--- config.mk ---
export PLATFORM = sky130hd
export DESIGN_NAME = com_arb
export DESIGN_NICKNAME = d
export VERILOG_FILES = /design/src/rtl/com_pkg.sv /design/src/rtl/com_rr_pick.sv /design/src/rtl/com_arb.sv
export SDC_FILE = /design/constraint.sdc
export NUM_CORES = 1
export LEC_CHECK = 0
export BUFFER_PORTS_ARGS = -buffer_cell sky130_fd_sc_hd__buf_2
export CAP_MARGIN = 30
export CELL_PAD_IN_SITES_DETAIL_PLACEMENT = 2
export CELL_PAD_IN_SITES_GLOBAL_PLACEMENT = 2
export CORE_MARGIN = 1
export CORE_UTILIZATION = 31
export CTS_CLUSTER_DIAMETER = 100
export DETAILED_ROUTE_END_ITERATION = 8
export PLACE_DENSITY = 0.78
export SLEW_MARGIN = 25
export SYNTH_ARGS = -nofsm -noshare
export SYNTH_HDL_FRONTEND = slang
export SYNTH_HIERARCHICAL = 1
export SYNTH_SLANG_ARGS = --single-unit
--- constraint.sdc ---
create_clock -name i_clk -period 4.5 [get_ports i_clk]
set_clock_uncertainty 0.05 [all_clocks]
set_input_delay 0 -clock i_clk [delete_from_list [all_inputs] [get_ports i_clk]]
set_output_delay 0 -clock i_clk [all_outputs]
set_load 0.02 [all_outputs]
--- src/rtl/com_pkg.sv ---
// Shared types and field widths for the com transmit arbiter.
package com_pkg;

    localparam int unsigned BTYPE_W = 4;
    localparam int unsigned DLEN_W  = 12;
    localparam int unsigned ADDR_W  = 12;
    localparam int unsigned GRANT_W = 3;

    typedef enum logic [2:0] {
        StIdle   = 3'd0,
        StLoad   = 3'd1,
        StSend   = 3'd2,
        StWaitLo = 3'd3,
        StGapW   = 3'd4,
        StDone   = 3'd5
    } state_t;

endpackage

--- src/rtl/com_rr_pick.sv ---
// Combinational round-robin picker: lowest distance from the slot after the last winner wins.
module com_rr_pick
    import com_pkg::*;
#(
    parameter int unsigned NREQ = 4
) (
    input  logic [NREQ-1:0]    i_req,
    input  logic [GRANT_W-1:0] i_last,
    output logic [GRANT_W-1:0] o_grant,
    output logic               o_valid
);

    int unsigned w_dist;
    int unsigned w_best;

    always_comb begin
        o_grant = '0;
        o_valid = 1'b0;
        w_best  = NREQ;
        w_dist  = 0;
        for (int unsigned i = 0; i < NREQ; i++) begin
            // i_last <= NREQ-1, so the subtraction never wraps
            w_dist = (i + NREQ - 1 - 32'(i_last)) % NREQ;
            if (i_req[i] && (w_dist < w_best)) begin
                w_best  = w_dist;
                o_grant = GRANT_W'(i);
                o_valid = 1'b1;
            end
        end
    end

endmodule

--- src/rtl/com_arb.sv ---
// Round-robin send arbiter in front of the com transmit interface, with bounded retry
// on transmit error or timeout and a per-requester done/error handshake.
module com_arb
    import com_pkg::*;
#(
    parameter int unsigned NREQ      = 4,
    parameter int unsigned MAX_RETRY = 3,
    parameter int unsigned TIMEOUT   = 65535,
    parameter int unsigned GAP       = 16
) (
    input  logic                    i_clk,
    input  logic                    i_rst_n,
    input  logic [NREQ-1:0]         i_req_fs,
    input  logic [BTYPE_W*NREQ-1:0] i_req_btype,
    input  logic [DLEN_W*NREQ-1:0]  i_req_dlen,
    input  logic [ADDR_W*NREQ-1:0]  i_req_addr,
    output logic [NREQ-1:0]         o_req_fd,
    output logic [NREQ-1:0]         o_req_er,
    output logic                    o_fs_send,
    output logic [BTYPE_W-1:0]      o_send_btype,
    output logic [DLEN_W-1:0]       o_send_dlen,
    output logic [ADDR_W-1:0]       o_ram_addr_init,
    input  logic                    i_fd_send,
    input  logic                    i_fd_txer,
    output logic                    o_busy,
    output logic [GRANT_W-1:0]      o_grant
);

    localparam int unsigned          RETRY_W   = (MAX_RETRY < 1) ? 1 : $clog2(MAX_RETRY + 1);
    localparam logic [RETRY_W-1:0]   RETRY_MAX = RETRY_W'(MAX_RETRY);
    localparam logic [15:0]          TMO_LAST  = 16'(TIMEOUT - 1);
    localparam logic [15:0]          GAP_LAST  = 16'(GAP - 1);
    localparam logic [GRANT_W-1:0]   LAST_RST  = GRANT_W'(NREQ - 1);

    state_t               r_state, w_state_d;
    logic [NREQ-1:0]      r_req_fd, w_req_fd_d, r_req_er, w_req_er_d;
    logic                 r_fs_send, r_busy, r_err, w_err_d;
    logic [BTYPE_W-1:0]   r_btype, w_btype_d;
    logic [DLEN_W-1:0]    r_dlen, w_dlen_d;
    logic [ADDR_W-1:0]    r_addr, w_addr_d;
    logic [GRANT_W-1:0]   r_grant, w_grant_d, r_last, w_last_d;
    logic [RETRY_W-1:0]   r_retry, w_retry_d;
    logic [15:0]          r_tmo, w_tmo_d, r_gap, w_gap_d;

    logic [NREQ-1:0]      w_onehot;
    logic [BTYPE_W-1:0]   w_win_btype;
    logic [DLEN_W-1:0]    w_win_dlen;
    logic [ADDR_W-1:0]    w_win_addr;
    logic [GRANT_W-1:0]   w_pick_grant;
    logic                 w_pick_valid, w_gnt_fs, w_flags_low, w_abort, w_retry_more;

    com_rr_pick #(
        .NREQ (NREQ)
    ) u_pick (
        .i_req   (i_req_fs & ~r_req_fd),
        .i_last  (r_last),
        .o_grant (w_pick_grant),
        .o_valid (w_pick_valid)
    );

    always_comb begin
        w_onehot    = '0;
        w_win_btype = '0;
        w_win_dlen  = '0;
        w_win_addr  = '0;
        for (int unsigned i = 0; i < NREQ; i++) begin
            if (r_grant == GRANT_W'(i)) begin
                w_onehot[i] = 1'b1;
                w_win_btype = i_req_btype[i*BTYPE_W +: BTYPE_W];
                w_win_dlen  = i_req_dlen[i*DLEN_W +: DLEN_W];
                w_win_addr  = i_req_addr[i*ADDR_W +: ADDR_W];
            end
        end
    end

    assign w_gnt_fs     = |(i_req_fs & w_onehot);
    assign w_flags_low  = !i_fd_send && !i_fd_txer;
    assign w_abort      = i_fd_txer || (r_tmo == TMO_LAST);
    assign w_retry_more = r_err && (r_retry < RETRY_MAX);

    always_ff @(posedge i_clk or negedge i_rst_n) begin
        if (!i_rst_n) r_state <= StIdle;
        else          r_state <= w_state_d;
    end

    always_comb begin
        w_state_d = r_state;
        case (r_state)
            StIdle:   if (w_pick_valid) w_state_d = StLoad;
            StLoad:   w_state_d = StSend;
            StSend:   if (w_abort || i_fd_send) w_state_d = StWaitLo;
            StWaitLo: if (w_flags_low) w_state_d = w_retry_more ? StGapW : StDone;
            StGapW:   if (r_gap == GAP_LAST) w_state_d = StSend;
            StDone:   if (!w_gnt_fs) w_state_d = StIdle;
            default:  w_state_d = StIdle;
        endcase
    end

    always_comb begin
        w_grant_d  = r_grant;
        w_last_d   = r_last;
        w_btype_d  = r_btype;
        w_dlen_d   = r_dlen;
        w_addr_d   = r_addr;
        w_retry_d  = r_retry;
        w_tmo_d    = r_tmo;
        w_gap_d    = r_gap;
        w_err_d    = r_err;
        w_req_fd_d = r_req_fd;
        w_req_er_d = r_req_er;
        case (r_state)
            StIdle: if (w_pick_valid) w_grant_d = w_pick_grant;
            StLoad: begin
                w_btype_d = w_win_btype;
                w_dlen_d  = w_win_dlen;
                w_addr_d  = w_win_addr;
                w_retry_d = '0;
                w_tmo_d   = '0;
            end
            StSend: begin
                w_tmo_d = (r_tmo == 16'hFFFF) ? r_tmo : r_tmo + 16'd1;
                // txer wins over a simultaneous fd_send
                if (w_abort)        w_err_d = 1'b1;
                else if (i_fd_send) w_err_d = 1'b0;
            end
            StWaitLo: begin
                if (w_flags_low) begin
                    if (w_retry_more) begin
                        w_retry_d = r_retry + RETRY_W'(1);
                        w_gap_d   = '0;
                    end else begin
                        w_req_fd_d = w_onehot;
                        w_req_er_d = w_onehot & {NREQ{r_err}};
                    end
                end
            end
            StGapW: begin
                w_gap_d = r_gap + 16'd1;
                w_tmo_d = '0;
            end
            StDone: begin
                if (!w_gnt_fs) begin
                    w_req_fd_d = '0;
                    w_req_er_d = '0;
                    w_last_d   = r_grant;
                end
            end
            default: ;
        endcase
    end

    always_ff @(posedge i_clk or negedge i_rst_n) begin
        if (!i_rst_n) begin
            r_fs_send <= 1'b0;
            r_busy    <= 1'b0;
            r_err     <= 1'b0;
            r_req_fd  <= '0;
            r_req_er  <= '0;
            r_btype   <= '0;
            r_dlen    <= '0;
            r_addr    <= '0;
            r_grant   <= '0;
            r_last    <= LAST_RST;
            r_retry   <= '0;
            r_tmo     <= '0;
            r_gap     <= '0;
        end else begin
            r_fs_send <= (w_state_d == StSend);
            r_busy    <= (w_state_d != StIdle);
            r_err     <= w_err_d;
            r_req_fd  <= w_req_fd_d;
            r_req_er  <= w_req_er_d;
            r_btype   <= w_btype_d;
            r_dlen    <= w_dlen_d;
            r_addr    <= w_addr_d;
            r_grant   <= w_grant_d;
            r_last    <= w_last_d;
            r_retry   <= w_retry_d;
            r_tmo     <= w_tmo_d;
            r_gap     <= w_gap_d;
        end
    end

    assign o_fs_send       = r_fs_send;
    assign o_busy          = r_busy;
    assign o_req_fd        = r_req_fd;
    assign o_req_er        = r_req_er;
    assign o_send_btype    = r_btype;
    assign o_send_dlen     = r_dlen;
    assign o_ram_addr_init = r_addr;
    assign o_grant         = r_grant;

endmodule

==> impl_metrics.csv <==
group,metric,value,unit
status,status,"finished clean",
die,ioPinCount,161,
clock_tree,clk_pin_slew,0.07,ns
synth,syn_area_per_cell,11.2,um^2
cells_and_area,stdcell_area,6000,um^2
setup_path,crit_slowest_cell,"dfrtp_1",
clock_tree,clkSinkCount,81,
cells_and_area,mostFrequentLayoutCell,"buf_2",
clock_tree,cts_max_level,3,
detailed_routing,via_per_inst,5.57,
clock_tree,clock-root-buffer,"clkbuf_16",
timing,rsz0062_at_grt,"false",
timing,period_share,83.2,%
cells_and_area,synthToLayoutAreaGrowth,29.3,%
power_and_ir_drop,ir_drop,269,uV
global_route,grt_pass1_wl,25.7,mm
placement,place_inst,745,
timing,period_minus_slack,3.74,ns
die,start_util,31.8,%
setup_path,r2r_start,"o_req_fd[0]$_DFFE_PN0P_",
clock_tree,clk_path_buf_depth,2,
cells_and_area,diodes,0,
detailed_routing,drc,0,
die,core_area,14600,um^2
setup_path,slowest_delay,0.39,ns
timing,max_slew_margin,47.1,%
global_route,grt_usage,21.0,%
global_route,use_met3,5.15,%
global_route,use_met1,23.5,%
placement,hpwl,11.8,mm
cells_and_area,num-nets-final,703,
placement,portBuffers,160,
setup_path,crit_fanout,6,
flow_run,maxCapViolCount,0,
clock_tree,post_cts.repair.setup_buffers,0,
die,num_rows,44,
die,die_w,124,um
cells_and_area,layout_common_cells,"buf_2, dfrtp_1, nand2_1, a22o_1, mux4_2",
synth,syn_inst,415,
global_route,grt_max_degree,38,
min_path,min_to,"o_send_btype[1]$_DFFE_PN0P_",
die,dieArea,15500,um^2
synth,synth_fp_nets,542,
cells_and_area,drive_gt1_share,39.6,%
detailed_routing,via_count,4262,
setup_path,r2r_setup_slack,0.76,ns
timing,fin_tns_setup,0,ns
cells_and_area,final_cells,765,
global_route,grt_pass1_vias,4724,
min_path,hold_depth,3,
power_and_ir_drop,p_per_area,624,nW/um^2
detailed_routing,routedWlPerCell,20.4,um
timing,max_freq,0.267,GHz
synth,syn_area,4640,um^2
global_route,grt-busiest-layer,"met2",
clock_tree,ctsResizeCount,0,
detailed_routing,ant_nets,0,
synth,yosys_warnings,6,
min_path,holdCritStartpoint,"i_req_btype[9]",
global_route,overflow,0,
timing,slew_violations,0,
detailed_routing,drtIter0Drc,172,
setup_path,cp_data_required_time,4.68,ns
global_route,antenna_found_initial,0,
min_path,hp-class,"input pin to flip-flop",
setup_path,r2r_end,"o_grant[0]$_DFFE_PN0P_",
timing,final-setup-viol-count,0,
setup_path,end_kind,"flip-flop",
setup_path,criticalPathCategory,"flip-flop to flip-flop",
clock_tree,cts_made_buffers,9,
setup_path,cp-start-kind,"flip-flop",
power_and_ir_drop,power,3.74,mW
setup_path,crit_path_frequent_cell,"ha_1",
timing,worstMarginPinSlew,0.788,ns
setup_path,rr_worst_depth,16,
power_and_ir_drop,p_leak,2.68,nW
setup_path,cp_cell_sequence,"nor2b_1, nand2_1, ha_1, a211oi_1, o21ai_0, and2_1, ha_1, o22ai_1, a22oi_2, nor2_1, a31o_2, ha_1, o311ai_0, nand3_1, nand3_1, mux2_2",
detailed_routing,wirelength,15.6,mm
timing,hold_violations,0,
die,die_h,124,um
clock_tree,insertion_delay,0.35,ns
placement,place_area,5660,um^2
clock_tree,cts_tree,"yes",
global_route,use_met2,38.6,%
setup_path,arrival,3.93,ns
detailed_routing,drtPass1Iterations,4,
clock_tree,cts_hold_buf,4,
placement,gp_congestion,0.795,
cells_and_area,final_util,41.1,%
-- through the flow --
step                      hold slack [ns]  worst slack, ns
after global routing               0.0457            0.528
after floorplan                    -0.346             1.17
final                              0.0470            0.758
after CTS                          0.0361            0.756
after global placement              0.203             1.08
after detailed placement           -0.128            0.818
-- registers in the layout (all words and copies together) (netlist names), 2 cells and up --
| name | flops |
|---|---|
| o_send_btype | 4 |
| o_grant | 3 |
| r_last | 2 |
| r_state | 3 |
| o_req_er | 4 |
| o_ram_addr_init | 12 |
| r_retry | 2 |
| o_req_fd | 4 |
| r_tmo | 16 |
| o_send_dlen | 12 |
| r_gap | 16 |
-- worst max-delay path, delay by kind of cell, from the launching register on --
| family | cells | cell delay (ns) |
|---|---|---|
| AO/OA/AOI/OAI | 6 | 1.16 |
| flip-flops | 1 | 0.39 |
| AND/OR/NAND/NOR | 6 | 0.99 |
| adder cells (fa/ha/maj) | 3 | 0.77 |
| multiplexers | 1 | 0.27 |
-- report_power, final --
group / switching, mW / internal (mW) / total (mW)
sequential: 0.290 / 0.996 / 1.29
combinational: 0.944 / 0.765 / 1.71
clock: 0.315 / 0.431 / 0.745
-- worst max path at each step --
stage                                        from                endpoint  slack (ns)  depth (start not counted)
final                     o_req_fd[0]$_DFFE_PN0P_  o_grant[0]$_DFFE_PN0P_        0.76                         16
after global routing      o_req_fd[0]$_DFFE_PN0P_  o_grant[0]$_DFFE_PN0P_        0.53                         16
after CTS                 o_req_fd[0]$_DFFE_PN0P_  o_grant[0]$_DFFE_PN0P_        0.76                         16
after detailed placement  o_req_fd[0]$_DFFE_PN0P_  o_grant[0]$_DFFE_PN0P_        0.82                         16
after global placement      r_last[0]$_DFFE_PN1P_  o_grant[0]$_DFFE_PN0P_        1.08                         15
after floorplan           o_req_fd[0]$_DFFE_PN0P_  o_grant[0]$_DFFE_PN0P_        1.17                         16
-- final cells by class --
class	count	area [um^2]
Fill cell	1560	8590
Multi-Input combinational cell	302	2470
Sequential cell	81	2030
Timing Repair Buffer	171	925
Tap cell	184	230
Clock buffer	10	229
Clock inverter	6	68.8
Inverter	11	41.3
-- layer usage --
layer	vias to the layer above	wire length [um]
met5	-	0
met4	0	300
met3	21	670
met2	123	8420
met1	2179	6220
li1	1939	-
No activity file was read; power rests on OpenSTA's default activity.
